**src/rtl/lsu_sequencer_pkg.sv**
```systemverilog
// Shared LSU types, funct3 size codes and size/alignment helpers.
// Imported by lsu_sequencer and lsu_align.
package common;

  typedef enum logic [1:0] {IDLE, REQ0, REQ1, DONE} lsu_state_t;

  localparam logic [2:0] LSU_B  = 3'b000;
  localparam logic [2:0] LSU_H  = 3'b001;
  localparam logic [2:0] LSU_W  = 3'b010;
  localparam logic [2:0] LSU_BU = 3'b100;
  localparam logic [2:0] LSU_HU = 3'b101;

  function automatic logic size_legal(input logic [2:0] s);
    return (s == LSU_B) || (s == LSU_H) || (s == LSU_W) ||
           (s == LSU_BU) || (s == LSU_HU);
  endfunction

  function automatic logic [2:0] size_bytes(input logic [2:0] s);
    case (s[1:0])
      2'b00:   return 3'd1;
      2'b01:   return 3'd2;
      default: return 3'd4;
    endcase
  endfunction

  function automatic logic [3:0] size_mask(input logic [2:0] s);
    case (s[1:0])
      2'b00:   return 4'b0001;
      2'b01:   return 4'b0011;
      default: return 4'b1111;
    endcase
  endfunction

  function automatic logic misaligned(
    input logic [2:0] s,
    input logic [1:0] off
  );
    return (s[1:0] == 2'b10 && off != 2'b00) ||
           (s[1:0] == 2'b01 && off[0]);
  endfunction

  // Second beat only when the bytes spill past the word boundary.
  function automatic logic crosses(
    input logic [2:0] s,
    input logic [1:0] off
  );
    return ({1'b0, off} + size_bytes(s)) > 3'd4;
  endfunction

endpackage

```
**src/rtl/lsu_sequencer_align.sv**
```systemverilog
// Lane steering for store beats and load extract/extend.
// Purely combinational.
module lsu_align
  import common::*;
(
  input  logic [2:0]  size,
  input  logic [1:0]  off,
  input  logic        beat1,
  input  logic [31:0] st_data,
  input  logic [31:0] lo,
  input  logic [31:0] hi,
  output logic [3:0]  be,
  output logic [31:0] lane_data,
  output logic [31:0] ld_data
);

  logic [3:0]  mask;
  logic [2:0]  rem;
  logic [31:0] win;

  always_comb begin
    mask = size_mask(size);
    rem  = 3'd4 - {1'b0, off};
    win  = 32'({hi, lo} >> {off, 3'b000});
    if (beat1) begin
      be        = mask >> rem;
      lane_data = st_data >> {rem, 3'b000};
    end else begin
      be        = mask << off;
      lane_data = st_data << {off, 3'b000};
    end
    case (size)
      LSU_B:   ld_data = {{24{win[7]}}, win[7:0]};
      LSU_H:   ld_data = {{16{win[15]}}, win[15:0]};
      LSU_W:   ld_data = win;
      LSU_BU:  ld_data = {24'b0, win[7:0]};
      LSU_HU:  ld_data = {16'b0, win[15:0]};
      default: ld_data = '0;
    endcase
  end

endmodule

```
**src/rtl/lsu_sequencer.sv**
```systemverilog
// Load/store sequencer: one or two bus beats per op, stalls the pipe.
// LSU_MISALIGNED_EN: execute misaligned ops (split) instead of rejecting.
module lsu_sequencer
  import common::*;
(
  input  logic        clk,
  input  logic        rst,
  input  logic        ex_valid,
  input  logic        ctrl_mem_write,
  input  logic        ctrl_mem2reg,
  input  logic [2:0]  ctrl_word_size,
  input  logic [31:0] ex_addr,
  input  logic [31:0] ex_wdata,
  output logic        mem_req,
  output logic        mem_we,
  output logic [31:0] mem_addr,
  output logic [3:0]  mem_be,
  output logic [31:0] mem_wdata,
  input  logic        mem_ack,
  input  logic [31:0] mem_rdata,
  output logic        lsu_stall,
  output logic        wb_load_valid,
  output logic [31:0] wb_load_data,
  output logic        lsu_misaligned
);

  lsu_state_t  state, state_nx;
  logic [1:0]  off_q;
  logic [2:0]  size_q;
  logic [31:0] wdata_q, rbuf0, rbuf1;
  logic        we_q, split_q, mis_q;
  logic        op, idle, legal, reject, mis_nx, fin;
  logic [2:0]  a_size;
  logic [1:0]  a_off;
  logic [31:0] a_data, a_lo, a_hi, a_lane, a_load;
  logic [3:0]  a_be;

  assign op    = ex_valid & (ctrl_mem_write | ctrl_mem2reg);
  assign idle  = state == IDLE;
  assign legal = size_legal(ctrl_word_size);

`ifdef LSU_MISALIGNED_EN
  assign reject = !legal;
  assign mis_nx = 1'b0;
`else
  logic mis;
  assign mis    = misaligned(ctrl_word_size, ex_addr[1:0]);
  assign reject = !legal || mis;
  assign mis_nx = legal && mis;
`endif

  assign lsu_misaligned = mis_q;

  // In IDLE the aligner sees the incoming op; afterwards the captured one.
  assign a_size = idle ? ctrl_word_size : size_q;
  assign a_off  = idle ? ex_addr[1:0] : off_q;
  assign a_data = idle ? ex_wdata : wdata_q;
  assign a_lo   = (state == REQ0) ? mem_rdata : rbuf0;
  assign a_hi   = (state == REQ1) ? mem_rdata : rbuf1;

  lsu_align u_align (
    .size      (a_size),
    .off       (a_off),
    .beat1     (state == REQ0),
    .st_data   (a_data),
    .lo        (a_lo),
    .hi        (a_hi),
    .be        (a_be),
    .lane_data (a_lane),
    .ld_data   (a_load)
  );

  always_ff @(posedge clk or posedge rst) begin
    if (rst) state <= IDLE;
    else     state <= state_nx;
  end

  always_comb begin
    state_nx = state;
    unique case (state)
      IDLE:    if (op) state_nx = reject ? DONE : REQ0;
      REQ0:    if (mem_ack) state_nx = split_q ? REQ1 : DONE;
      REQ1:    if (mem_ack) state_nx = DONE;
      DONE:    state_nx = IDLE;
      default: state_nx = IDLE;
    endcase
  end

  always_comb begin
    lsu_stall = (idle && op) || state == REQ0 || state == REQ1;
    fin       = !idle && state_nx == DONE;
  end

  always_ff @(posedge clk or posedge rst) begin
    if (rst) begin
      off_q         <= '0;
      size_q        <= '0;
      wdata_q       <= '0;
      we_q          <= 1'b0;
      split_q       <= 1'b0;
      mis_q         <= 1'b0;
      rbuf0         <= '0;
      rbuf1         <= '0;
      mem_req       <= 1'b0;
      mem_we        <= 1'b0;
      mem_addr      <= '0;
      mem_be        <= '0;
      mem_wdata     <= '0;
      wb_load_valid <= 1'b0;
      wb_load_data  <= '0;
    end else begin
      wb_load_valid <= 1'b0;
      mis_q         <= 1'b0;
      if (idle && op) begin
        off_q   <= ex_addr[1:0];
        size_q  <= ctrl_word_size;
        wdata_q <= ex_wdata;
        we_q    <= ctrl_mem_write;
        split_q <= crosses(ctrl_word_size, ex_addr[1:0]);
        if (reject) begin
          wb_load_data <= '0;
          mis_q        <= mis_nx;
        end else begin
          mem_req   <= 1'b1;
          mem_we    <= ctrl_mem_write;
          mem_addr  <= {ex_addr[31:2], 2'b00};
          mem_be    <= a_be;
          mem_wdata <= a_lane;
        end
      end
      if (mem_ack && state == REQ0) rbuf0 <= mem_rdata;
      if (mem_ack && state == REQ1) rbuf1 <= mem_rdata;
      if (mem_ack && state == REQ0 && split_q) begin
        mem_addr  <= mem_addr + 32'd4;
        mem_be    <= a_be;
        mem_wdata <= a_lane;
      end
      if (fin) begin
        mem_req <= 1'b0;
        mem_we  <= 1'b0;
        if (!we_q) begin
          wb_load_valid <= 1'b1;
          wb_load_data  <= a_load;
        end
      end
    end
  end

endmodule

```
**config.mk**
```make
export PLATFORM = sky130hd
export DESIGN_NAME = lsu_sequencer
export DESIGN_NICKNAME = d
export VERILOG_FILES = /design/src/rtl/lsu_sequencer_pkg.sv /design/src/rtl/lsu_sequencer_align.sv /design/src/rtl/lsu_sequencer.sv
export SDC_FILE = /design/constraint.sdc
export NUM_CORES = 1
export LEC_CHECK = 0
export CAP_MARGIN = 20
export CELL_PAD_IN_SITES_DETAIL_PLACEMENT = 2
export CELL_PAD_IN_SITES_GLOBAL_PLACEMENT = 2
export CORE_UTILIZATION = 33
export DETAILED_ROUTE_END_ITERATION = 8
export PLACE_DENSITY = 0.82
export SLEW_MARGIN = 20
export SYNTH_ARGS = -nofsm -noshare
export SYNTH_HDL_FRONTEND = slang
export SYNTH_SLANG_ARGS = --single-unit
```
**constraint.sdc**
```tcl
create_clock -name clk -period 7.9 [get_ports clk]
set_clock_uncertainty 0.2 [all_clocks]
set_input_delay 0.79 -clock clk [delete_from_list [all_inputs] [get_ports clk]]
set_output_delay 0.79 -clock clk [all_outputs]
set_load 0.03 [all_outputs]
```
### Yosys cells after proc, flatten, opt, wreduce, memory -nomap -nowiden

Cells that the tools add are included.

| storage, ports and cells | value |
|---|---|
| logic and storage cells | 112 |
| bits in registers | 209 |
| input bits | 105 |

| cells by class | value |
|---|---|
| eq/ne operators | 17 |
| multiplexer cells | 40 |
| shifts and indexed selects | 5 |
| $add $sub $neg | 3 |
| $lt $le $gt $ge | 1 |
| reduce and logical (&&, ||, !) cells | 28 |
| bitwise logic cells | 2 |

Operators with widths:

| cell | number |
|---|---|
| 32-bit two-way mux | 14 |
| 32-bit case mux with 5 select lines | 1 |
| 64-bit by 5-bit right shift with 32-bit output | 1 |
| 32-bit by 3-bit adder with 32-bit output, second input constant | 1 |
| 32-bit by 5-bit << shifter with 32-bit output | 1 |
| 32-bit by 6-bit right shift with 32-bit output | 1 |
| 4-bit two-way mux | 4 |
| 3-bit equality test, second input constant | 4 |
| 1-bit two-way mux | 11 |
| 2-bit two-way mux | 5 |
| 2-bit equality test, second input constant | 4 |
| 1-bit logical AND | 8 |
| 1-bit logical OR | 8 |
| 2-bit case mux with 4 select lines | 1 |
| 4-bit case mux with 2 select lines | 1 |
| 2-bit by 1-bit equality test with 1-bit output, second input constant | 3 |
| 3-bit by 1-bit equality test with 1-bit output, second input constant | 2 |
| 3-bit by 2-bit equality test with 1-bit output, second input constant | 2 |
| 2-bit logical NOT | 3 |
| 3-bit logical NOT | 2 |
| 3-bit two-way mux | 2 |
| 3-bit case mux with 2 select lines | 1 |
| 2-bit nonzero test | 3 |
| 2-bit by 1-bit inequality test with 1-bit output, second input constant | 2 |
| other kinds (9) | 11 |

### Logic depth before layout (Yosys ltp)

Gate-level depths: netlist of the first run.

| logic depth | value |
|---|---|
| depth in word-level cells | 14 |
| gate-level depth with buffers | 13 |
| depth with buffers taken out | 9 |

### Hierarchy

A second synthesis of the first run with hierarchy kept.

| unflattened totals | value |
|---|---|
| cells, all modules | 1373 |
| area, all modules | 11986.5 um^2 |

Modules (own cells, without submodules):

| module | area each (um^2) | times used | cells an instance |
|---|---|---|---|
| lsu_sequencer | 9796.9 | 1 | 1079 |
| lsu_align | 2189.6 | 1 | 294 |

### Worst setup path after synthesis of the first run

No wires, ideal clock.

| timing path | value |
|---|---|
| path kind | in2reg |
| from | in ex_addr[0] |
| to | reg mem_wdata[28] |
| data arrival time | 3082 ps |
| path slack | 4486 ps |
| stages | 12 |
| required time | 7568 ps |
| library setup time | 132 ps |
| path through | or3b_1 > nand2_4 > inv_2 > buf_2 > buf_2 > ha_1 > clkbuf_1 > nor3_2 > o21ai_2 > a21oi_1 > a2111oi_0 > nor2_1 |

| on the way | value |
|---|---|
| word-level cells in the longest chain between the ends | 7 |

Ends and longest elaborated chain:

| what | line | text |
|---|---|---|
| from (decl) | lsu_sequencer.sv:12 | `input logic [31:0] ex_addr,` |
| 2-bit two-way mux | lsu_sequencer.sv:56 | `assign a_off = idle ? ex_addr[1:0] : off_q;` |
| 3-bit by 2-bit subtractor with 3-bit output | lsu_sequencer_align.sv:23 | `rem = 3'd4 - {1'b0, off};` |
| 32-bit by 6-bit right shift with 32-bit output | lsu_sequencer_align.sv:27 | `lane_data = st_data >> {rem, 3'b000};` |
| 32-bit two-way mux | lsu_sequencer_align.sv:25 | `if (beat1) begin` |
| 32-bit two-way mux | lsu_sequencer.sv:120 | `if (reject) begin` |
| 32-bit two-way mux | lsu_sequencer.sv:114 | `if (idle && op) begin` |
| 32-bit two-way mux | lsu_sequencer.sv:133 | `if (mem_ack && state == REQ0 && split_q) begin` |
| to (signal assigned) | lsu_sequencer.sv:128 | `mem_wdata <= a_lane;` |
| to (signal assigned) | lsu_sequencer.sv:136 | `mem_wdata <= a_lane;` |
| to (decl) | lsu_sequencer.sv:18 | `output logic [31:0] mem_wdata,` |

Parallel ways exist; a longest one is shown, timed or not. The select of a mux whose other input is x is not followed.
A chain may end at the register's enable or synchronous reset.

### Final worst setup path of the first run

| timing path | value |
|---|---|
| from | reg state[1] |
| to | reg mem_wdata[12] |

| on the way | value |
|---|---|
| word-level cells in the longest chain between the ends | 8 |

Ends and longest elaborated chain:

| what | line | text |
|---|---|---|
| from (decl) | lsu_sequencer.sv:27 | `lsu_state_t state, state_nx;` |
| from (signal assigned) | lsu_sequencer.sv:75 | `else state <= state_nx;` |
| 2-bit logical NOT | lsu_sequencer.sv:39 | `assign idle = state == IDLE;` |
| 2-bit two-way mux | lsu_sequencer.sv:56 |  |
| 3-bit by 2-bit subtractor with 3-bit output | lsu_sequencer_align.sv:23 |  |
| 32-bit by 6-bit right shift with 32-bit output | lsu_sequencer_align.sv:27 |  |
| 32-bit two-way mux | lsu_sequencer_align.sv:25 |  |
| 32-bit two-way mux | lsu_sequencer.sv:120 |  |
| 32-bit two-way mux | lsu_sequencer.sv:114 |  |
| 32-bit two-way mux | lsu_sequencer.sv:133 |  |

Parallel ways exist; a longest one is shown, timed or not. The select of a mux whose other input is x is not followed.

==> flow_summary_export.csv, run 1 <==
group,metric,value,unit
min_path,holdPathStages,1,
logic_synthesis,synth-seq-cells,199,
worst_setup_path,crit_path_start_kind,"flop",
placement,dp_hpwl,29900,microns
worst_setup_path,required,8090,ps
clock_tree,root_buffer,"clkbuf_16",
sta,worstMarginPinSlew,974,ps
logic_synthesis,netlist_instances,1156,
logic_synthesis,netlist_area,11500,sq um
logic_synthesis,yosys-top-cells-count,"199 x dfrtp_1, 151 x nand2_1, 114 x mux2_2",
worst_setup_path,path_max_fanout,32,
sta,hold_violations,0,
min_path,hp-class,"flop to flop",
floorplan,die-area,35500,sq um
floorplan,initial_utilization,33.9,%
power_and_ir_drop,switching_share,48.1,%
clock_tree,clkTransAtPathRegs,80,ps
logic_synthesis,synthSimpleGateAreaFrac,14.8,%
logic_synthesis,yosys_warnings,0,
logic_synthesis,yosysUniqueCellTypes,78,
drt,vias,10100,
flow_run,timing.max_cap.violations,0,
worst_setup_path,critPathSlowestCell,"ha_1",
logic_synthesis,synth_mux_area_share,21.6,%
power_and_ir_drop,p_sw,3.39,mW
global_routing,grt_pass1_vias,10900,
clock_tree,cts_tree,"built",
logic_synthesis,yosys.area_share.adder,0.502,%
sta,finalCritPeriodShare,63.3,%
power_and_ir_drop,power_density,488,nW/um^2
logic_synthesis,yosysTopAreaCellShare,43.4,%
logic_synthesis,synth.avg_cell_area,9.92,sq um
logic_synthesis,synth_edf_count,0,
clock_tree,h-tree-depth,4,
drt,ant_nets,0,
floorplan,io_pins,210,
clock_tree,clock_path_buffers,2,
drt,initialDrtViolationCount,537,
global_routing,grt_max_degree,86,
power_and_ir_drop,combPwrFrac,59.1,%
drt,wl_per_cell,23.6,microns
power_and_ir_drop,cellInternalPower,3.66,mW
placement,dp_cells,1749,
drt,drt-pass1-iter-count,5,
finish,fin_cells,1782,
finish,syn_to_final_growth,25.8,%
clock_tree,cts_hold_buf,0,
floorplan,rows,67,
worst_setup_path,max_stage_delay,810,ps
power_and_ir_drop,ir_worst_vdd,263,uV
clock_tree,numCtsBuffers,17,
sta,slew-limit-headroom,35.1,%
finish,drive_above_1_share,15.0,%
worst_setup_path,reg2regPathDepth,10,
floorplan,die_w,188,microns
clock_tree,insertion_delay,470,ps
worst_setup_path,cp.buffers_inverters,3,
worst_setup_path,crit_family,"buffers and inverters",
logic_synthesis,synth_xor_area_share,0.0764,%
sta,setup_viol,0,
floorplan,coreArea,33900,sq um
finish,multi_input_area,6020,sq um
placement,gp_congestion,0.858,
power_and_ir_drop,clock_power_share,12.9,%
clock_tree,ctsResizeCount,0,
clock_tree,clock_sinks,199,
sta,fmax,200,MHz
global_routing,track_usage,24.1,%
logic_synthesis,yosysTopAreaCell,"dfrtp_1",
sta,drv_slew,0,
logic_synthesis,synth-main-ff-cell,"dfrtp_1",
clock_tree,post_cts_buffers,0,
global_routing,overflow,0,
power_and_ir_drop,p_leak,5.99,nW
sta,fin_setup_tns,0,ps
worst_setup_path,arrival,5190,ps
sta,rsz0062_at_grt,"false",
logic_synthesis,ys_seq_area_share,43.4,%
drt,drc,0,
drt,routed_wl,42100,microns
logic_synthesis,synth_compound_area_share,15.2,%
global_routing,grt_pass1_wl,65300,microns
worst_setup_path,crit_type,"flop to flop",
status,outcome,"finished clean",
global_routing,antenna_found_initial,1,
finish,final_nets,1429,
placement,portBuffers,207,
worst_setup_path,crit_path_end_kind,"flop",
worst_setup_path,crit_cells,10,
logic_synthesis,yosysMostFrequentCell,"dfrtp_1",
logic_synthesis,ys_top_cells_by_area,"dfrtp_1 43%, mux2_2 11%, mux2i_1 8.4%, nand2_1 4.9%, a21oi_1 3.2%",
power_and_ir_drop,seq_power_share,28.0,%
finish,seqCellArea,4980,sq um
finish,n_fill_cell,3626,
drt,routed_via_density,5.67,
worst_setup_path,crit_chain,"or2_1 -> a21o_1 -> buf_4 -> inv_2 -> ha_1 -> clkinv_1 -> a211o_1 -> o21ai_0 -> a221oi_1 -> nor2_1",
sta,fin_crit,5000,ps
logic_synthesis,async_flop_share,100,%
floorplan,die-height,188,microns
logic_synthesis,synth_top_family_by_area,"multiplexers",
power groups by stage:
stage	clock network, mW	registers [mW]	logic (mW)
after floorplan	0	2.24	2.45
after global placement	0	1.93	4.03
after detailed placement	0	1.97	4.16
after CTS	0.932	1.96	4.19
after global routing	0.963	2.03	4.47
final	0.912	1.97	4.16
registers in the layout (all words and copies together), names as in the netlist:
register and flops:
mem_wdata 32, rbuf1 24, wb_load_data 32, split_q 1
mem_we 1, mem_be 4, state 2, size_q 3
lsu_misaligned 1, rbuf0 32, wdata_q 32, mem_addr 30
off_q 2, mem_req 1, we_q 1, wb_load_valid 1
logic make-up (layout without fill, tap and decap cells):
| group | after synthesis | count (layout) |
|---|---|---|
| adder cells (fa/ha/maj) | 4 | 4 |
| AND/OR/NAND/NOR | 368 | 368 |
| XOR/XNOR | 1 | 1 |
| AO/OA/AOI/OAI | 265 | 265 |
| buffers and inverters | 96 | 272 |
| other | 1 | 3 |
| flip-flops | 199 | 199 |
| multiplexers | 222 | 222 |
metal layers:
layer	GRT usage [%]	vias up	share of wire, %
met5	0	-	0
met4	10.2	0	3.1
met3	4.04	60	3.8
met2	39.9	258	48
met1	31.0	5234	45
li1	-	4560	-
cell usage in the layout (no fill, tap or decap), drive strengths merged, types with 8 or more instances in the layout:
| master | instances |
|---|---|
| o211ai | 21 |
| dfrtp | 199 |
| a22oi | 10 |
| buf | 19 |
| clkbuf | 19 |
| nor2 | 84 |
| o21ai | 54 |
| o22ai | 13 |
| mux2i | 98 |
| a31oi | 18 |
| nor3 | 25 |
| clkdlybuf4s50 | 207 |
| a211oi | 24 |
| and3 | 27 |
| inv | 16 |
| mux4 | 8 |
| nand3 | 38 |
| nand2 | 152 |
| a21oi | 74 |
| mux2 | 116 |
stage by stage:
stage	total power, mW	area (sq um)	hold slack, ps	utilization [%]	setup slack (ps)
floorplan	4.69	11500	275	-	1480
global placement	5.96	13800	279	40.9	3120
detailed placement	6.13	13800	294	40.9	2930
CTS	7.08	14400	311	42.6	2890
global route	7.46	14400	329	42.6	2490
finish	7.05	14400	308	42.6	2900
path summary, 6_finish.rpt:
path,slack (ps),end,startpoint
max,2900,mem_wdata[12],state[1]
min,310,wdata_q[17],wdata_q[17]
max reg2reg,2900,mem_wdata[12],state[1]
min reg2reg,310,wdata_q[17],wdata_q[17]
max in group asynchronous,5500,mem_addr[21],rst
min in group asynchronous,620,rbuf0[19],rst
final cells by class:
class,count,share of cell area (%)
Clock buffer,19,3.07
Tap cell,448,3.89
Clock inverter,13,1.01
Timing Repair Buffer,226,15.3
Inverter,14,0.416
Sequential cell,199,34.5
Antenna cell,1,0.0173
Multi-Input combinational cell,862,41.7
Power figures use the tool's default switching activity.
==> run 2: changes to the inputs <==
--- a/config.mk
+++ b/config.mk
@@ -8,9 +8,9 @@
 export CAP_MARGIN = 20
 export CELL_PAD_IN_SITES_DETAIL_PLACEMENT = 2
 export CELL_PAD_IN_SITES_GLOBAL_PLACEMENT = 2
-export CORE_UTILIZATION = 33
+export CORE_UTILIZATION = 30
 export DETAILED_ROUTE_END_ITERATION = 8
-export PLACE_DENSITY = 0.82
+export PLACE_DENSITY = 0.79
 export SLEW_MARGIN = 20
 export SYNTH_ARGS = -nofsm -noshare
 export SYNTH_HDL_FRONTEND = slang
==> constraint.sdc (replaced) <==
create_clock -name clk -period 4.4 [get_ports clk]
set_clock_uncertainty 0.2 [all_clocks]
set_input_delay 0.44 -clock clk [delete_from_list [all_inputs] [get_ports clk]]
set_output_delay 0.44 -clock clk [all_outputs]
set_load 0.03 [all_outputs]
==> run 2 against run 1 <==
  * Cell area increased by 1.7%
  * First-iteration DRC count grew 6.5%
  * Utilization fell by 3.6 points
  * Hold slack worse by 31 ps
  * Sequential power grew 78%
==> flow_summary_export.csv, run 2 (synthesis gave the netlist of run 1 again) <==
group,metric,value,unit
sta,slew-limit-headroom,35.0,%
power_and_ir_drop,combPwrFrac,59.9,%
clock_tree,cts_tree,"built",
clock_tree,clock_path_buffers,2,
drt,wl_per_cell,23.2,microns
worst_setup_path,crit_chain,"nand2b_2 -> buf_4 -> nand3_1 -> clkdlybuf4s50_1",
power_and_ir_drop,power_density,867,nW/um^2
sta,drv_slew,0,
placement,portBuffers,207,
finish,drive_above_1_share,16.0,%
floorplan,die-area,39000,sq um
clock_tree,root_buffer,"clkbuf_16",
floorplan,die_w,198,microns
status,outcome,"finished clean",
clock_tree,clkTransAtPathRegs,80,ps
sta,setup_viol,0,
worst_setup_path,arrival,3100,ps
finish,syn_to_final_growth,28.0,%
placement,postPlaceCellArea,14100,sq um
clock_tree,post_cts_buffers,0,
drt,drt-pass1-iter-count,4,
sta,fmax,267,MHz
finish,finalInstanceArea,14700,sq um
drt,routed_wl,43100,microns
placement,place_ws,781,ps
power_and_ir_drop,switching_share,47.8,%
finish,fin_util,39.0,%
sta,rsz0062_at_grt,"false",
worst_setup_path,crit_start,"state[1]",
worst_setup_path,crit_path_start_kind,"flop",
finish,final_nets,1446,
power_and_ir_drop,seq_power_share,27.6,%
clock_tree,ctsResizeCount,0,
floorplan,initial_utilization,30.4,%
clock_tree,cts_hold_buf,0,
sta,worstMarginPinSlew,973,ps
global_routing,antenna_found_initial,1,
sta,whs,277,ps
power_and_ir_drop,p_sw,6.08,mW
worst_setup_path,critPathSlowestCell,"dfrtp_1",
drt,drc,0,
worst_setup_path,crit_type,"flop to output port",
global_routing,grt_max_degree,122,
worst_setup_path,crit_path_end_kind,"output port",
power_and_ir_drop,p_leak,6.09,nW
power_and_ir_drop,clock_power_share,12.5,%
clock_tree,clock_sinks,199,
worst_setup_path,max_stage_delay,810,ps
floorplan,die-height,198,microns
sta,fin_setup_tns,0,ps
worst_setup_path,rrSetupSlack,950,ps
floorplan,io_pins,210,
drt,ant_nets,0,
global_routing,grt_pass1_wl,66700,microns
sta,finalCritPeriodShare,85.1,%
clock_tree,h-tree-depth,4,
sta,fin_crit,3740,ps
floorplan,rows,71,
global_routing,track_usage,22.3,%
finish,fin_cells,1861,
power_and_ir_drop,p_total,12.7,mW
sta,layout_setup_ws,656,ps
worst_setup_path,path_max_fanout,21,
clock_tree,numCtsBuffers,17,
worst_setup_path,reg2reg_from,"state[1]",
clock_tree,insertion_delay,460,ps
worst_setup_path,reg2regPathDepth,7,
global_routing,grt_pass1_vias,11000,
placement,dp_cells,1828,
drt,routed_via_density,5.49,
global_routing,overflow,0,
power_and_ir_drop,cellInternalPower,6.65,mW
min_path,hp-class,"input port to async pin",
finish,mostFrequentLayoutCells,"207 x clkdlybuf4s50_1, 199 x dfrtp_1, 151 x nand2_1",
flow_run,timing.max_cap.violations,0,
worst_setup_path,required,3760,ps
power_and_ir_drop,ir_worst_vdd,462,uV
drt,initialDrtViolationCount,572,
worst_setup_path,r2r-end,"wb_load_data[26]",
finish,n_fill_cell,4083,
finish,final_common_cell,"clkdlybuf4s50_1",
placement,dp_hpwl,31100,microns
drt,vias,10200,
placement,gp_congestion,0.852,
sta,hold_violations,0,
floorplan,coreArea,37700,sq um
==> run 2: cell types whose count changed in the layout (fill, tap and decap cells not counted), sizes merged <==
| cell | previous run | this run |
|---|---|---|
| buf | 19 | 36 |
| clkinv | 5 | 6 |
| clkbuf | 19 | 21 |
| clkinvlp | 4 | 3 |
| inv | 16 | 14 |
| bufinv | 2 | 1 |
==> run 2: power by group through the flow <==
stage / combinational, mW / sequential [mW] / clock (mW)
2_1_floorplan: 4.40 / 4.02 / 0
3_3_place_gp: 7.33 / 3.45 / 0
3_5_place_dp: 7.60 / 3.52 / 0
4_1_cts: 7.66 / 3.50 / 1.62
5_1_grt: 8.19 / 3.61 / 1.67
6_report: 7.63 / 3.51 / 1.59
==> run 2: layout make-up <==
type	instances	area (sq um)	share of cell area, %
clock buffer	21	470	3.21
clock inverter	10	95.1	0.648
tap	511	639	4.36
sequential	199	4980	33.9
multi-input combinational	862	6020	41.0
timing repair buffer	243	2410	16.4
inverter	14	56.3	0.384
antenna	1	2.50	0.0171
==> run 2: critical path: cells and delay by family, from the launching register on <==
kind	cells	cell delay [ps]
buffers and inverters	2	970
and+or+nand+nor	2	840
DFF	1	810
==> run 2: worst max path at each step <==
stage                     cells after the start  slack, ps                to
after CTS                                     4        660         lsu_stall
after global routing                          4        580         lsu_stall
after detailed placement                      8        780  wb_load_data[27]
after floorplan                               1       1190    lsu_misaligned
final                                         4        660         lsu_stall
after global placement                        8        860  wb_load_data[30]
==> run 2: routing by layer <==
| layer | up-vias | global-route usage [%] | share of wire [%] |
|---|---|---|---|
| met5 | - | 0 | 0 |
| met4 | 0 | 6.60 | 1.8 |
| met3 | 40 | 2.63 | 3.3 |
| met2 | 232 | 38.6 | 51 |
| met1 | 5340 | 29.0 | 44 |
| li1 | 4596 | - | - |
==> run 3: changes to the inputs <==
--- a/config.mk
+++ b/config.mk
@@ -11,6 +11,7 @@
 export CORE_UTILIZATION = 30
 export DETAILED_ROUTE_END_ITERATION = 8
 export PLACE_DENSITY = 0.79
+export REMOVE_ABC_BUFFERS = 1
 export SLEW_MARGIN = 20
 export SYNTH_ARGS = -nofsm -noshare
 export SYNTH_HDL_FRONTEND = slang
==> run 3 against run 2 <==
  * Power fell by 0.63%
  * Clock-buffer cell count fell by 1
  * Worst setup slack improved by 130 ps
  * Via count fell by 0.81%
  * Combinational power barely moved
  * Cell area fell by 0.48%
  * Critical endpoint unchanged
  * Highest routed layer is now met5
==> flow_summary_export.csv, run 3 (synthesis gave the netlist of run 1 again) <==
group,metric,value,unit
status,outcome,"finished clean",
finish,mostFrequentLayoutCells,"207 x clkdlybuf4s50_1, 199 x dfrtp_1, 151 x nand2_1",
global_routing,overflow,0,
power_and_ir_drop,p_leak,6.06,nW
power_and_ir_drop,power_density,866,nW/um^2
sta,slew-limit-headroom,34.9,%
worst_setup_path,max_stage_delay,820,ps
sta,hold_violations,0,
worst_setup_path,path_max_fanout,31,
sta,setup_viol,0,
sta,worstMarginPinSlew,976,ps
flow_run,timing.max_cap.violations,0,
drt,routed_via_density,5.44,
worst_setup_path,crit_type,"flop to output port",
worst_setup_path,required,3760,ps
power_and_ir_drop,seq_power_share,27.6,%
placement,gp_congestion,0.806,
worst_setup_path,crit_path_end_kind,"output port",
clock_tree,post_cts_buffers,0,
floorplan,initial_utilization,30.4,%
finish,syn_to_final_growth,27.4,%
clock_tree,cts_tree,"built",
clock_tree,numCtsBuffers,17,
finish,seqCellArea,4980,sq um
placement,postPlaceCellArea,14100,sq um
finish,fin_util,38.8,%
clock_tree,clock_sinks,199,
floorplan,die-height,198,microns
sta,fmax,277,MHz
worst_setup_path,critPathSlowestCell,"dfrtp_1",
drt,drt-pass1-iter-count,5,
finish,multi_input_area,6020,sq um
worst_setup_path,cp.buffers_inverters,2,
clock_tree,clkTransAtPathRegs,80,ps
floorplan,rows,71,
global_routing,track_usage,22.4,%
power_and_ir_drop,switching_share,48.1,%
power_and_ir_drop,cellInternalPower,6.56,mW
floorplan,die-area,39000,sq um
drt,routed_wl,43000,microns
floorplan,io_pins,210,
clock_tree,h-tree-depth,4,
worst_setup_path,arrival,2980,ps
placement,portBuffers,207,
power_and_ir_drop,ir_worst_vdd,502,uV
finish,n_fill_cell,4102,
power_and_ir_drop,p_sw,6.09,mW
global_routing,antenna_found_initial,4,
clock_tree,cts_hold_buf,0,
sta,finalCritPeriodShare,82.2,%
global_routing,grt_pass1_wl,66800,microns
drt,wl_per_cell,23.1,microns
clock_tree,root_buffer,"clkbuf_16",
sta,fin_crit,3620,ps
finish,final_common_cell,"clkdlybuf4s50_1",
power_and_ir_drop,clock_power_share,12.3,%
global_routing,grt_pass1_vias,11300,
placement,dp_hpwl,29800,microns
worst_setup_path,crit_family,"buffers and inverters",
finish,drive_above_1_share,15.9,%
clock_tree,clock_path_buffers,2,
min_path,hp-class,"input port to async pin",
worst_setup_path,crit_path_start_kind,"flop",
finish,finalInstanceArea,14600,sq um
power_and_ir_drop,combPwrFrac,60.1,%
drt,ant_nets,0,
sta,drv_slew,0,
worst_setup_path,crit_chain,"nand2b_2 -> buf_12 -> nand3_1 -> clkdlybuf4s50_1",
global_routing,grt_max_degree,100,
clock_tree,ctsResizeCount,0,
floorplan,coreArea,37700,sq um
drt,initialDrtViolationCount,458,
sta,rsz0062_at_grt,"false",
drt,drc,0,
drt,vias,10100,
clock_tree,insertion_delay,460,ps
floorplan,die_w,198,microns
finish,final_nets,1444,
-- run 3: changes by cell type in the layout (fill, tap and decap cells not counted) --
cell	delta
clkbuf_8	-1
clkinv_2	-1
clkinvlp_4	+1
bufinv_16	-1
inv_8	+1
diode_2	+1
buf_12	-2
clkinv_4	-1
buf_4	+1
inv_6	+3
buf_16	-1
-- run 3: final timing paths --
| kind | startpoint | endpoint | slack (ps) | depth (start not counted) |
|---|---|---|---|---|
| setup / recovery | state[1] | lsu_stall | 780 | 4 |
| hold / removal | rst | rbuf0[5] | 290 | 2 |
| setup reg to reg | state[1] | mem_wdata[13] | 890 | 8 |
| hold reg to reg | mem_wdata[23] | mem_wdata[23] | 290 | 2 |
| max in group asynchronous | rst | rbuf1[14] | 2710 | 3 |
| min in group clk | mem_wdata[23] | mem_wdata[23] | 290 | 2 |
-- run 3: cell type report --
type,count,area share [%]
Antenna cell,2,0.0343
Clock inverter,12,0.634
Tap cell,511,4.38
Timing Repair Buffer,241,16.1
Clock buffer,20,3.13
Inverter,14,0.411
Sequential cell,199,34.1
Multi-Input combinational cell,862,41.2
-- run 3: power groups by stage --
stage,clock network [mW],registers (mW),logic [mW]
after global routing,1.65,3.61,8.18
after detailed placement,0,3.51,7.57
final,1.55,3.49,7.60
after CTS,1.60,3.48,7.64
after global placement,0,3.44,7.32
after floorplan,0,4.06,4.10
-- run 3: stage by stage --
stage / hold WS [ps] / cells / power (mW) / setup TNS [ps] / setup WS [ps]
3_3_place_gp: 270 / 1827 / 10.8 / 0 / 680
5_1_grt: 317 / 1861 / 13.4 / 0 / 653
4_1_cts: 299 / 1859 / 12.7 / 0 / 767
2_1_floorplan: 276 / 1075 / 8.16 / -363860 / -1670
6_report: 294 / 1861 / 12.6 / 0 / 785
3_5_place_dp: 282 / 1827 / 11.1 / 0 / 569
-- run 3: per-layer routing --
layer  global-route usage, %  routed length [microns]
met1                    29.6                    19600
met5                       0                       23
met2                    37.7                    20900
met3                    3.55                     1680
met4                    6.43                      748
